## src/rtl/tof_pkg.sv

```systemverilog
`default_nettype none
// ============================================================================
// Module      : tof_pkg
// Description : Shared timestamp width, FSM state type and modular timestamp
//               difference helper for the time-of-flight shot accumulator.
// Revision    : 1.0 - initial release
// ============================================================================
package tof_pkg;

    // Combined timestamp = {coarse, fine}; widths fixed by the counter stage.
    localparam int COARSE_W = 8;
    localparam int FINE_W   = 13;
    localparam int TS_W     = COARSE_W + FINE_W;

    typedef enum logic [1:0] {
        ST_IDLE = 2'd0,
        ST_RUN  = 2'd1,
        ST_OUT  = 2'd2
    } state_t;

    // Unsigned subtraction truncated to TS_W bits gives the elapsed time
    // modulo 2^TS_W, so a counter wrap between start and stop is transparent.
    function automatic logic [TS_W-1:0] ts_diff(input logic [TS_W-1:0] ts_now,
                                                input logic [TS_W-1:0] ts_ref);
        return ts_now - ts_ref;
    endfunction

endpackage
`default_nettype wire

```

## src/rtl/tof_delta.sv

```systemverilog
`default_nettype none
// ============================================================================
// Module      : tof_delta
// Description : Combinational elapsed-time computation with echo-blanking and
//               timeout compares.
// Revision    : 1.0 - initial release
// ============================================================================
module tof_delta
    import tof_pkg::*;
#(
    parameter int BLANK   = 16,
    parameter int TIMEOUT = 100000
) (
    input  logic [TS_W-1:0] i_ts,
    input  logic [TS_W-1:0] i_start_ts,
    output logic [TS_W-1:0] elapsed,
    output logic            blanked,
    output logic            timed_out
);

    localparam logic [TS_W-1:0] c_BLANK   = TS_W'(BLANK);
    localparam logic [TS_W-1:0] c_TIMEOUT = TS_W'(TIMEOUT);

    // Elapsed ticks since the last start, plus the two qualifying compares.
    always_comb begin
        elapsed   = ts_diff(i_ts, i_start_ts);
        blanked   = (elapsed < c_BLANK);
        timed_out = (elapsed >= c_TIMEOUT);
    end

endmodule
`default_nettype wire

```

## src/rtl/tof_shot_accum.sv

```systemverilog
`default_nettype none
// ============================================================================
// Module      : tof_shot_accum
// Description : Samples start/stop timestamps, measures per-shot time of
//               flight with blanking and timeout, accumulates 2^LOG2_AVG
//               shots and presents the batch result over valid/ready.
// Revision    : 1.0 - initial release
// ============================================================================
module tof_shot_accum
    import tof_pkg::*;
#(
    parameter int LOG2_AVG = 3,
    parameter int BLANK    = 16,
    parameter int TIMEOUT  = 100000
) (
    input  logic                     clk,
    input  logic                     reset,
    input  logic                     start,
    input  logic                     stop,
    input  logic [FINE_W-1:0]        fine_cnt,
    input  logic [COARSE_W-1:0]      coarse_cnt,
    output logic                     busy,
    output logic                     res_valid,
    input  logic                     res_ready,
    output logic [TS_W+LOG2_AVG-1:0] res_sum,
    output logic [LOG2_AVG:0]        res_hits,
    output logic [LOG2_AVG:0]        res_miss,
    output logic [TS_W-1:0]          res_avg
);

    localparam int SUM_W = TS_W + LOG2_AVG;
    localparam int CNT_W = LOG2_AVG + 1;
    localparam logic [CNT_W-1:0] c_N   = CNT_W'(1 << LOG2_AVG);
    localparam logic [CNT_W-1:0] c_ONE = CNT_W'(1);

    state_t             r_state,    w_state;
    logic [TS_W-1:0]    r_start_ts, w_start_ts;
    logic [SUM_W-1:0]   r_sum,      w_sum;
    logic [CNT_W-1:0]   r_hits,     w_hits;
    logic [CNT_W-1:0]   r_shots,    w_shots;
    logic               r_res_valid, w_res_valid;
    logic [SUM_W-1:0]   r_res_sum,  w_res_sum;
    logic [CNT_W-1:0]   r_res_hits, w_res_hits;
    logic [CNT_W-1:0]   r_res_miss, w_res_miss;
    logic [TS_W-1:0]    r_res_avg,  w_res_avg;

    logic [TS_W-1:0]    w_ts;
    logic [TS_W-1:0]    w_elapsed;
    logic               w_blanked;
    logic               w_timed_out;
    logic               w_shot_end;
    logic               w_restart;

    assign w_ts = {coarse_cnt, fine_cnt};

    tof_delta #(
        .BLANK   (BLANK),
        .TIMEOUT (TIMEOUT)
    ) u_delta (
        .i_ts       (w_ts),
        .i_start_ts (r_start_ts),
        .elapsed    (w_elapsed),
        .blanked    (w_blanked),
        .timed_out  (w_timed_out)
    );

    // Next-state, accumulator and result-latch logic; everything holds by default.
    always_comb begin
        w_state     = r_state;
        w_start_ts  = r_start_ts;
        w_sum       = r_sum;
        w_hits      = r_hits;
        w_shots     = r_shots;
        w_res_valid = r_res_valid;
        w_res_sum   = r_res_sum;
        w_res_hits  = r_res_hits;
        w_res_miss  = r_res_miss;
        w_res_avg   = r_res_avg;
        w_shot_end  = 1'b0;
        w_restart   = 1'b0;

        case (r_state)
            ST_IDLE: begin
                if (start) begin
                    w_start_ts = w_ts;
                    w_state    = ST_RUN;
                end
            end

            ST_RUN: begin
                // Qualifying stop wins over timeout, which wins over re-fire.
                if (stop && !w_blanked) begin
                    w_sum      = r_sum + SUM_W'(w_elapsed);
                    w_hits     = r_hits + c_ONE;
                    w_shot_end = 1'b1;
                end else if (w_timed_out) begin
                    w_shot_end = 1'b1;
                end else if (start) begin
                    w_shot_end = 1'b1;
                    w_restart  = 1'b1;
                end

                if (w_shot_end) begin
                    w_shots = r_shots + c_ONE;
                    if (w_shots == c_N) begin
                        w_res_valid = 1'b1;
                        w_res_sum   = w_sum;
                        w_res_hits  = w_hits;
                        w_res_miss  = c_N - w_hits;
                        w_res_avg   = (w_hits == c_N) ? w_sum[SUM_W-1:LOG2_AVG] : '0;
                        w_state     = ST_OUT;
                    end else if (w_restart) begin
                        // A re-fire closes the old shot and opens the next one.
                        w_start_ts = w_ts;
                        w_state    = ST_RUN;
                    end else begin
                        w_state = ST_IDLE;
                    end
                end
            end

            ST_OUT: begin
                if (res_ready) begin
                    w_res_valid = 1'b0;
                    w_sum       = '0;
                    w_hits      = '0;
                    w_shots     = '0;
                    w_state     = ST_IDLE;
                end
            end

            default: begin
                w_state = ST_IDLE;
            end
        endcase
    end

    // State, accumulator and output registers with synchronous reset.
    always_ff @(posedge clk) begin
        if (reset) begin
            r_state     <= ST_IDLE;
            r_start_ts  <= '0;
            r_sum       <= '0;
            r_hits      <= '0;
            r_shots     <= '0;
            r_res_valid <= 1'b0;
            r_res_sum   <= '0;
            r_res_hits  <= '0;
            r_res_miss  <= '0;
            r_res_avg   <= '0;
        end else begin
            r_state     <= w_state;
            r_start_ts  <= w_start_ts;
            r_sum       <= w_sum;
            r_hits      <= w_hits;
            r_shots     <= w_shots;
            r_res_valid <= w_res_valid;
            r_res_sum   <= w_res_sum;
            r_res_hits  <= w_res_hits;
            r_res_miss  <= w_res_miss;
            r_res_avg   <= w_res_avg;
        end
    end

    assign busy      = (r_state != ST_IDLE);
    assign res_valid = r_res_valid;
    assign res_sum   = r_res_sum;
    assign res_hits  = r_res_hits;
    assign res_miss  = r_res_miss;
    assign res_avg   = r_res_avg;

endmodule
`default_nettype wire
```

## config.mk

```make
export PLATFORM = sky130hd
export DESIGN_NAME = tof_shot_accum
export DESIGN_NICKNAME = d
export VERILOG_FILES = /design/src/rtl/tof_pkg.sv /design/src/rtl/tof_delta.sv /design/src/rtl/tof_shot_accum.sv
export SDC_FILE = /design/constraint.sdc
export NUM_CORES = 1
export LEC_CHECK = 0
export CAP_MARGIN = 10
export CELL_PAD_IN_SITES_DETAIL_PLACEMENT = 1
export CELL_PAD_IN_SITES_GLOBAL_PLACEMENT = 1
export CORE_MARGIN = 5
export CORE_UTILIZATION = 46
export CTS_CLUSTER_DIAMETER = 80
export DETAILED_ROUTE_END_ITERATION = 16
export PLACE_DENSITY_LB_ADDON = 0.1
export REMOVE_ABC_BUFFERS = 1
export SLEW_MARGIN = 20
export SYNTH_ARGS = -nofsm -noshare
export SYNTH_HDL_FRONTEND = slang
export SYNTH_SLANG_ARGS = --single-unit
```

## constraint.sdc

```tcl
create_clock -name clk -period 11.7 [get_ports clk]
set_clock_uncertainty 0.15 [all_clocks]
set_input_delay 2.34 -clock clk [delete_from_list [all_inputs] [get_ports clk]]
set_output_delay 2.34 -clock clk [all_outputs]
set_load 0.01 [all_outputs]
```

==> impl_metrics.csv, run 1 <==
group,metric,value,unit
worst_setup_path,startpoint_type,"input pin",
worst_setup_path,crit_family,"compound AO/OA/AOI/OAI gates",
cells_and_area,design_area,7880,sq um
synth,synth_edf_count,0,
synth,synthSimpleGateAreaFrac,0.161,
worst_setup_path,critPathArrivalTime,7.28,ns
power,pwr-share-comb,0.291,
synth,synth_area_leaders,"dfxtp_1 (32%), ha_1 (8.4%), mux2i_1 (7.6%)",
timing,worstMarginPinSlew,1.07,ns
hold_path,worst_hold_path.num_cells,1,
synth,async_flop_share,0,
worst_setup_path,slowest_stage,"a2111oi_0",
hold_path,hold_path_class,"flip-flop to flip-flop",
cts,clk-insertion-delay-late,0.37,ns
synth,synth-seq-cells,108,
worst_setup_path,cpPeakStageDelay,0.47,ns
route,num_vias,5972,
cts,cts-root-buf,"clkbuf_16",
synth,avgSynthCellArea,8.51,sq um
synth,synth.area.mux_share,0.0760,
outcome,outcome,"completed",
route,routedWlPerCell,18.0,um
cells_and_area,area_delta_synth_final,17.4,%
timing,fmax,140,MHz
synth,ys_types,70,
route,ant_nets,0,
cts,path_clk_slew,0.08,ns
synth,synth_compound_area_frac,0.237,
global_route,grt_max_degree,62,
route,avgViaCountPerCell,5.76,
synth,yosysWarnings,0,
worst_setup_path,crit_top_cell,"ha_1",
global_route,overflow,0,
power,internal_power,646,uW
route,remaining_drc_errors,0,
worst_setup_path,end_kind,"flip-flop",
cts,cts_tree,"done",
synth,synthTopCellsByCount,"dfxtp_1 (108), a21oi_1 (76), nor2_1 (71)",
die,dieArea,17100,sq um
die,rows,44,
cts,post_cts_buffers,0,
placement,numPortBuffers,80,
power,peakVddDrop,0.0000678,V
timing,setup_viol,0,
route,first_iter_violations,244,
placement,place.gp.congestion,0.958,
power,pwr_density_cell,125,nW/um^2
worst_setup_path,path_buf_inv,2,
synth,yosysTopAreaCell,"dfxtp_1",
timing,period_share,0.610,
synth,synth_top_family_by_area,"compound AO/OA/AOI/OAI gates",
die,fp.dieH,131,um
cts,cts_htree_levels,3,
synth,synth_top_cell_area_share,0.322,
worst_setup_path,reg2reg_depth,16,
synth,ys_seq_area_frac,0.322,
timing,slew_headroom,0.286,
timing,final-max-slew-violation-count,0,
timing,rsz0062_at_grt,"no",
flow_run,max-cap-violations,0,
power,clockPowerShare,0.316,
synth,synth_cells,789,
placement,hpwl,14.0,mm
synth,synthAdderAreaFrac,0.0898,
global_route,antenna_found_initial,0,
worst_setup_path,crit_chain,"clkdlybuf4s50_1 -> ha_1 -> a21o_1 -> a22o_1 -> nor3_1 -> a21oi_1 -> or3_1 -> a2111oi_0 -> nand3b_1 -> o21ai_4 -> mux2i_1 -> ha_1 -> nor2b_1 -> o311ai_2 -> buf_4 -> o2bb2ai_1",
timing,hold_ws,0.320,ns
synth,syn_area,6710,sq um
die,io_pins,81,
cts,cts_resized,0,
cells_and_area,drive_gt1_frac,0.0516,
global_route,grt_pass1_vias,6290,
power,p_switching,337,uW
power,power.leakage,0.00301,uW
power,seqPwrFrac,0.392,
synth,synthMostInstantiatedCell,"dfxtp_1",
die,core-area,14400,sq um
timing,finalSetupTns,0,ns
timing,finalHoldViolations,0,
die,die_w,131,um
die,start_util,0.465,
placement,dpl_cell_area,7590,sq um
cells_and_area,antenna_cells,0,
route,routed_wirelength,18.6,mm
synth,synth_ff_type,"dfxtp_1",
route,firstDrtPassIters,4,
cts,cts_hold_buf,0,
worst_setup_path,required,11.84,ns
global_route,track_usage,0.226,
power,netSwitchingFraction,0.343,
cells_and_area,final_net_count,920,
cts,cts_buffer_depth,2,
worst_setup_path,cp_max_fo,14,
timing,period_minus_slack,7.13,ns
worst_setup_path,worstSetupPathType,"input pin to flip-flop",
cts,clkSinkCount,108,
synth,synth-xor-area-share,0.0568,
worst_setup_path,cp.depth,16,
global_route,grt_pass1_wl,31.4,mm
cts,cts_buffers,9,
cells_and_area,postLayoutCoreUtil,0.547,
-- metrics by stage --
step,setup WS (ns),cells,total power (uW)
finish,4.57,1036,983
CTS,4.54,1036,989
global route,4.23,1036,1040
detailed placement,4.19,1020,678
global placement,4.44,1020,664
floorplan,4.80,748,598
-- cells by family after synthesis --
logic type | after synthesis
AO/OA/AOI/OAI | 230
AND/OR/NAND/NOR | 226
flip-flops | 108
buffers and inverters | 85
multiplexers | 51
adder cells (fa/ha/maj) | 47
XOR/XNOR | 42
-- cell usage in the layout, fill, tap and decap left out, drive strengths merged, types with 9 or more instances in the layout --
cell	n
a21oi	76
nor2	73
ha	45
o2bb2ai	22
dfxtp	108
inv	47
nor3	17
a211oi	26
nand3	26
clkdlybuf4s50	79
o21ai	39
nand2	48
clkbuf	10
xnor2	33
mux2i	51
nor2b	12
nand2b	9
buf	9
-- flip-flops by register name, indices dropped and copies added, names as in the netlist --
signal and flops:
res_sum 24, res_miss 3, r_state 2, r_sum 24
res_valid 1, res_hits 4, r_start_ts 21, r_shots 4
r_hits 4, res_avg 21
-- power groups by stage --
| stage | sequential, uW | combinational [uW] | clock, uW |
|---|---|---|---|
| 2_1_floorplan | 392 | 206 | 0 |
| 3_3_place_gp | 394 | 271 | 0 |
| 3_5_place_dp | 394 | 284 | 0 |
| 4_1_cts | 386 | 286 | 317 |
| 5_1_grt | 387 | 318 | 331 |
| 6_report | 386 | 286 | 311 |
-- final timing paths --
check                startpoint          end  slack, ns
hold reg to reg     res_avg[15]  res_avg[15]       0.32
setup / recovery    fine_cnt[7]   res_avg[8]       4.57
setup reg to reg  r_start_ts[7]   res_avg[8]       6.63
hold / removal      res_avg[15]  res_avg[15]       0.32
-- cell type report --
type	count	area [sq um]
clock buffers	10	239
clock inverters	6	55.1
fillers	1703	6540
inverters	44	165
multi-input cells	596	4180
flip-flops and latches	108	2160
well taps	184	230
repair buffers	88	856
-- per-layer routing --
layer	part of all wire	vias to the layer above	global-route usage
met3	0.037	22	0.0325
met5	0	-	0
met1	0.46	2894	0.289
li1	-	2968	-
met4	0.014	0	0.0617
met2	0.49	88	0.397
(Power assumes the default switching activity.)
==> inputs of run 2 (changes only) <==
--- a/config.mk
+++ b/config.mk
@@ -9,7 +9,7 @@
 export CELL_PAD_IN_SITES_DETAIL_PLACEMENT = 1
 export CELL_PAD_IN_SITES_GLOBAL_PLACEMENT = 1
 export CORE_MARGIN = 5
-export CORE_UTILIZATION = 46
+export CORE_UTILIZATION = 43
 export CTS_CLUSTER_DIAMETER = 80
 export DETAILED_ROUTE_END_ITERATION = 16
 export PLACE_DENSITY_LB_ADDON = 0.1
==> constraint.sdc (replaced) <==
create_clock -name clk -period 7.1 [get_ports clk]
set_clock_uncertainty 0.15 [all_clocks]
set_input_delay 1.42 -clock clk [delete_from_list [all_inputs] [get_ports clk]]
set_output_delay 1.42 -clock clk [all_outputs]
set_load 0.01 [all_outputs]
==> run 2 against run 1 <==
  * Sequential share of layout area shrank 0.38 points
  * Setup slack got worse by 3.6 ns
  * Wire length increased by 3.9%
  * Highest routed layer unchanged
  * Largest cell class unchanged
  * Register-to-register slack got worse by 4.5 ns
==> impl_metrics.csv, run 2 (synthesis gave the netlist of run 1 again) <==
group,metric,value,unit
worst_setup_path,worstSetupPathType,"input pin to flip-flop",
power,clockPowerShare,0.338,
worst_setup_path,critPathArrivalTime,6.24,ns
timing,final-max-slew-violation-count,0,
placement,dpl.cell_count,1050,
route,first_iter_violations,251,
flow_run,max-cap-violations,0,
global_route,grt_pass1_wl,31.8,mm
cells_and_area,antenna_cells,0,
die,dieArea,18200,sq um
timing,setup_viol,0,
power,peakVddDrop,0.000110,V
global_route,antenna_found_initial,0,
power,pwr-share-comb,0.285,
timing,slew_headroom,0.280,
global_route,grt_max_degree,47,
power,power.leakage,0.00305,uW
cts,cts_buffer_depth,2,
route,remaining_drc_errors,0,
cts,cts-root-buf,"clkbuf_16",
power,internal_power,1130,uW
cts,path_clk_slew,0.08,ns
cells_and_area,final_cell_mix,"dfxtp_1 (108), clkdlybuf4s50_1 (79), a21oi_1 (76)",
cts,clkSinkCount,108,
die,fp.dieH,135,um
cts,cts_hold_buf,0,
route,num_vias,6001,
cts,cts_buffers,9,
placement,numPortBuffers,80,
cells_and_area,postLayoutCoreUtil,0.524,
cts,cts_htree_levels,3,
die,io_pins,81,
cells_and_area,drive_gt1_frac,0.0561,
die,rows,45,
route,routed_wirelength,19.3,mm
worst_setup_path,cp_max_fo,6,
cells_and_area,final_net_count,923,
power,pwr_density_cell,211,nW/um^2
outcome,outcome,"completed",
timing,hold_ws,0.322,ns
timing,worstMarginPinSlew,1.08,ns
power,seqPwrFrac,0.377,
worst_setup_path,startpoint_type,"input pin",
worst_setup_path,end_kind,"flip-flop",
cells_and_area,instances_no_fill,1066,
timing,rsz0062_at_grt,"no",
route,firstDrtPassIters,7,
cts,cts_resized,0,
power,netSwitchingFraction,0.327,
cts,post_cts_buffers,0,
timing,period_share,0.864,
global_route,grt_pass1_vias,6317,
placement,place.gp.congestion,0.863,
die,core-area,15300,sq um
timing,fmax,163,MHz
route,ant_nets,0,
global_route,track_usage,0.215,
route,routedWlPerCell,18.1,um
timing,finalSetupTns,0,ns
power,p_switching,550,uW
timing,finalHoldViolations,0,
die,start_util,0.440,
cells_and_area,final_common_cell,"dfxtp_1",
hold_path,hold_path_class,"flip-flop to flip-flop",
cts,clk-insertion-delay-late,0.36,ns
placement,hpwl,14.7,mm
route,avgViaCountPerCell,5.63,
die,die_w,135,um
cells_and_area,area_delta_synth_final,19.1,%
timing,period_minus_slack,6.14,ns
cts,cts_tree,"done",
worst_setup_path,required,7.20,ns
power,finalPower,1680,uW
global_route,overflow,0,
[run 2: cell types whose count changed in the layout (fill, tap and decap cells not counted)]
cell | before | now
buf_12 | 0 | 1
buf_4 | 8 | 10
bufinv_16 | 0 | 2
clkinv_2 | 0 | 1
clkinvlp_4 | 2 | 0
inv_8 | 2 | 1
nor2_1 | 71 | 70
nor2_2 | 1 | 2
[run 2: metal layers]
layer / wire [um] / up-vias / track usage / share of wire
li1: - / 2977 / - / -
met1: 8840 / 2913 / 0.269 / 0.46
met2: 9670 / 92 / 0.388 / 0.50
met3: 561 / 19 / 0.0313 / 0.029
met4: 256 / 0 / 0.0554 / 0.013
met5: 0 / - / 0 / 0
[run 2: path summary, 6_finish.rpt]
| check | startpoint | end | slack (ns) | cells past startpoint |
|---|---|---|---|---|
| max | fine_cnt[0] | r_sum[21] | 0.96 | 19 |
| min reg2reg | res_avg[10] | res_avg[10] | 0.32 | 1 |
| max reg2reg | r_start_ts[7] | r_sum[21] | 2.14 | 17 |
| min | res_avg[10] | res_avg[10] | 0.32 | 1 |
[run 2: final cells by class]
cell class	count	area, sq um
inverter	44	165
multi-input combinational	596	4180
tap	211	264
clock buffer	10	239
sequential	108	2160
clock inverter	6	93.8
timing repair buffer	91	891
fill	1802	7260
[run 2: power by group through the flow]
| stage | sequential, uW | clock [uW] | combinational, uW |
|---|---|---|---|
| floorplan | 645 | 0 | 340 |
| global placement | 648 | 0 | 462 |
| detailed placement | 650 | 0 | 475 |
| CTS | 636 | 583 | 482 |
| global route | 638 | 607 | 529 |
| finish | 636 | 569 | 480 |
[run 2: worst max-delay path, cell delays in order]
cell and delay (ns):
clkdlybuf4s50_1 0.48, inv_1 0.05, ha_1 0.22, fa_1 0.41, nand2b_1 0.19, a21o_1 0.23, o211ai_1 0.32, o2bb2ai_1 0.22
inv_1 0.11, ha_1 0.42, nand3_1 0.16, or4_1 0.58, a31oi_1 0.31, a211oi_1 0.20, nor3b_1 0.20, o21ai_0 0.12
xor2_1 0.29, o21ai_0 0.11, and3_1 0.19
[run 2: per-stage QoR]
stage / worst slack [ns] / area (sq um)
after global routing: 0.638 / 7990
after detailed placement: 0.624 / 7660
after CTS: 0.954 / 7990
final: 0.964 / 7990
after floorplan: 1.12 / 6490
after global placement: 0.671 / 7660
==> RTL change: new RTL, flow settings as in run 2 <==
`r_sum`, `r_res_sum`, `r_res_hits`, `r_res_miss` and `r_res_avg` no longer have a reset.
--- a/src/rtl/tof_shot_accum.sv
+++ b/src/rtl/tof_shot_accum.sv
@@ -140,26 +140,24 @@
         if (reset) begin
             r_state     <= ST_IDLE;
             r_start_ts  <= '0;
-            r_sum       <= '0;
             r_hits      <= '0;
             r_shots     <= '0;
             r_res_valid <= 1'b0;
-            r_res_sum   <= '0;
-            r_res_hits  <= '0;
-            r_res_miss  <= '0;
-            r_res_avg   <= '0;
         end else begin
             r_state     <= w_state;
             r_start_ts  <= w_start_ts;
-            r_sum       <= w_sum;
             r_hits      <= w_hits;
             r_shots     <= w_shots;
             r_res_valid <= w_res_valid;
-            r_res_sum   <= w_res_sum;
-            r_res_hits  <= w_res_hits;
-            r_res_miss  <= w_res_miss;
-            r_res_avg   <= w_res_avg;
         end
+    end
+
+    always_ff @(posedge clk) begin
+        r_sum      <= w_sum;
+        r_res_sum  <= w_res_sum;
+        r_res_hits <= w_res_hits;
+        r_res_miss <= w_res_miss;
+        r_res_avg  <= w_res_avg;
     end
 
     assign busy      = (r_state != ST_IDLE);
Formal check against the unedited RTL: no difference found for any inputs over 4 cycles, from zero or initial values and one cycle with reset high; that may be too few to reach the edited logic, so the function may still have changed.
==> RTL change against run 2 <==
Synthesized area increased by 0.41%; final area about the same; routed wire length decreased by 17%; global-route usage decreased by 3.8 points; combinational power increased by 45%; core utilization decreased by 0.16 points; sequential cell count unchanged; first-iteration DRC count increased by 10%; synthesized cell count decreased by 13%; die area increased by 0.38%; worst setup slack got worse by 0.31 ns; sequential share of layout area increased by 9.5 points; total power increased by 18%; largest cell class unchanged.
==> RTL change: results (changes against run 2) <==
[outcome]
status=completed  ; unchanged

[sta]
hold_slack_ns=0.3327  ; was 0.3217 ns
slew-limit-headroom=0.5031  ; was 0.2803

[placement]
dp_hpwl_um=12340  ; was 14700 um
post-place-ws_ns=0.3604  ; was 0.6236 ns
gp_congestion=0.8828  ; was 0.8627
place_area_um2=7685  ; was 7661 um^2
dp.cells=947  ; was 1050

[routing]
dr.pass1.iters=4  ; was 7
vias_per_cell=5.415  ; was 5.629
wl_per_cell_um=16.61  ; was 18.13 um
drt_iter0_drc=277  ; was 251

[worst_setup_path]
critPathMaxFanout=5  ; was 6
r2r_setup_slack_ns=1.82  ; was 2.14 ns
regToRegStartpoint=r_start_ts[2]  ; was r_start_ts[7]
setup.worst_path.start=fine_cnt[2]  ; was fine_cnt[0]
cp.arrival_ns=6.38  ; was 6.24 ns
slowest_delay_ns=0.59
crit_slowest_cell=a2111oi_0  ; was or4_1
regToRegEndpoint=res_avg[19]  ; was r_sum[21]

[pwr]
peakVddDrop_mv=0.1176  ; was 0.1100 mV
cellPowerDensity_nw_per_um2=249.2  ; was 210.6 nW/um^2
p_leak_nw=3.173  ; was 3.052 nW
internal-power_w=0.001330  ; was 0.001134 W
pg_clk_w=0.000548  ; was 0.000569 W

[global_route]
grt_use_met2=0.2843  ; was 0.3877
grt_pass1_wl_um=26450  ; was 31820 um
grt_usage=0.1774  ; was 0.2152
grt_max_degree=39  ; was 47
use_met3=0.02600  ; was 0.03130
grt_pass1_vias=5328  ; was 6317

[final_layout]
antenna_cells=0  ; unchanged
finalNetCount=819  ; was 923
utilization=0.5223  ; was 0.5239
layout-drive-gt1-share=0.06649  ; was 0.05614
num-fill-cells=1743  ; was 1802

[cts]
cts-resized-gates=0  ; unchanged

[synth]
synthAdderAreaFrac=0.08762  ; was 0.08984
synth_area_leaders=edfxtp_1 34%, dfxtp_1 9.5%, ha_1 8.2%  ; was dfxtp_1 32%, ha_1 8.4%, mux2i_1 7.6%
yosysUniqueCellTypes=75  ; was 70
synth-compound-area-share=0.1615  ; was 0.2369
synth_common_cells=106 x nor2_1, 76 x edfxtp_1, 56 x inv_1, 48 x a21oi_1, 44 x ha_1  ; was 108 x dfxtp_1, 76 x a21oi_1, 71 x nor2_1, 51 x mux2i_1, 48 x nand2_1
syn_inst=683  ; was 789
synth_xor_area_frac=0.05198  ; was 0.05685
synthMuxAreaShare=0.05439  ; was 0.07605
ys.flop_type=edfxtp_1  ; was dfxtp_1
synth_edf_count=76  ; was 0
yosysSeqAreaShare=0.4336  ; was 0.3221

[worst_hold_path]
hold_start=res_valid  ; was res_avg[10]
holdPathEnd=res_valid  ; was res_avg[10]

RTL change: cell count changes in the layout (fill, tap and decap cells not counted), moves of 11 or more:
cell and delta:
o21ai_0 -15, a21oi_1 -28, a21o_1 +14, nor2_1 +35
edfxtp_1 +76, mux2i_1 -20, o2bb2ai_1 -22, inv_1 +12
nand3_1 -22, nor3_1 -11, dfxtp_1 -76, a211oi_1 -15
nand2_1 -23
RTL change: routing by layer:
layer / part of all wire / vias up
li1: - / 2551
met5: 0 / -
met3: 0.034 / 26
met1: 0.49 / 2546
met4: 0.022 / 0
met2: 0.46 / 92
RTL change: cell type report:
| type | count | area share |
|---|---|---|
| multi-input combinational | 486 | 0.4303 |
| sequential | 108 | 0.3654 |
| timing repair buffer | 86 | 0.1057 |
| tap | 211 | 0.03300 |
| clock buffer | 10 | 0.02863 |
| inverter | 56 | 0.02628 |
| clock inverter | 6 | 0.01064 |
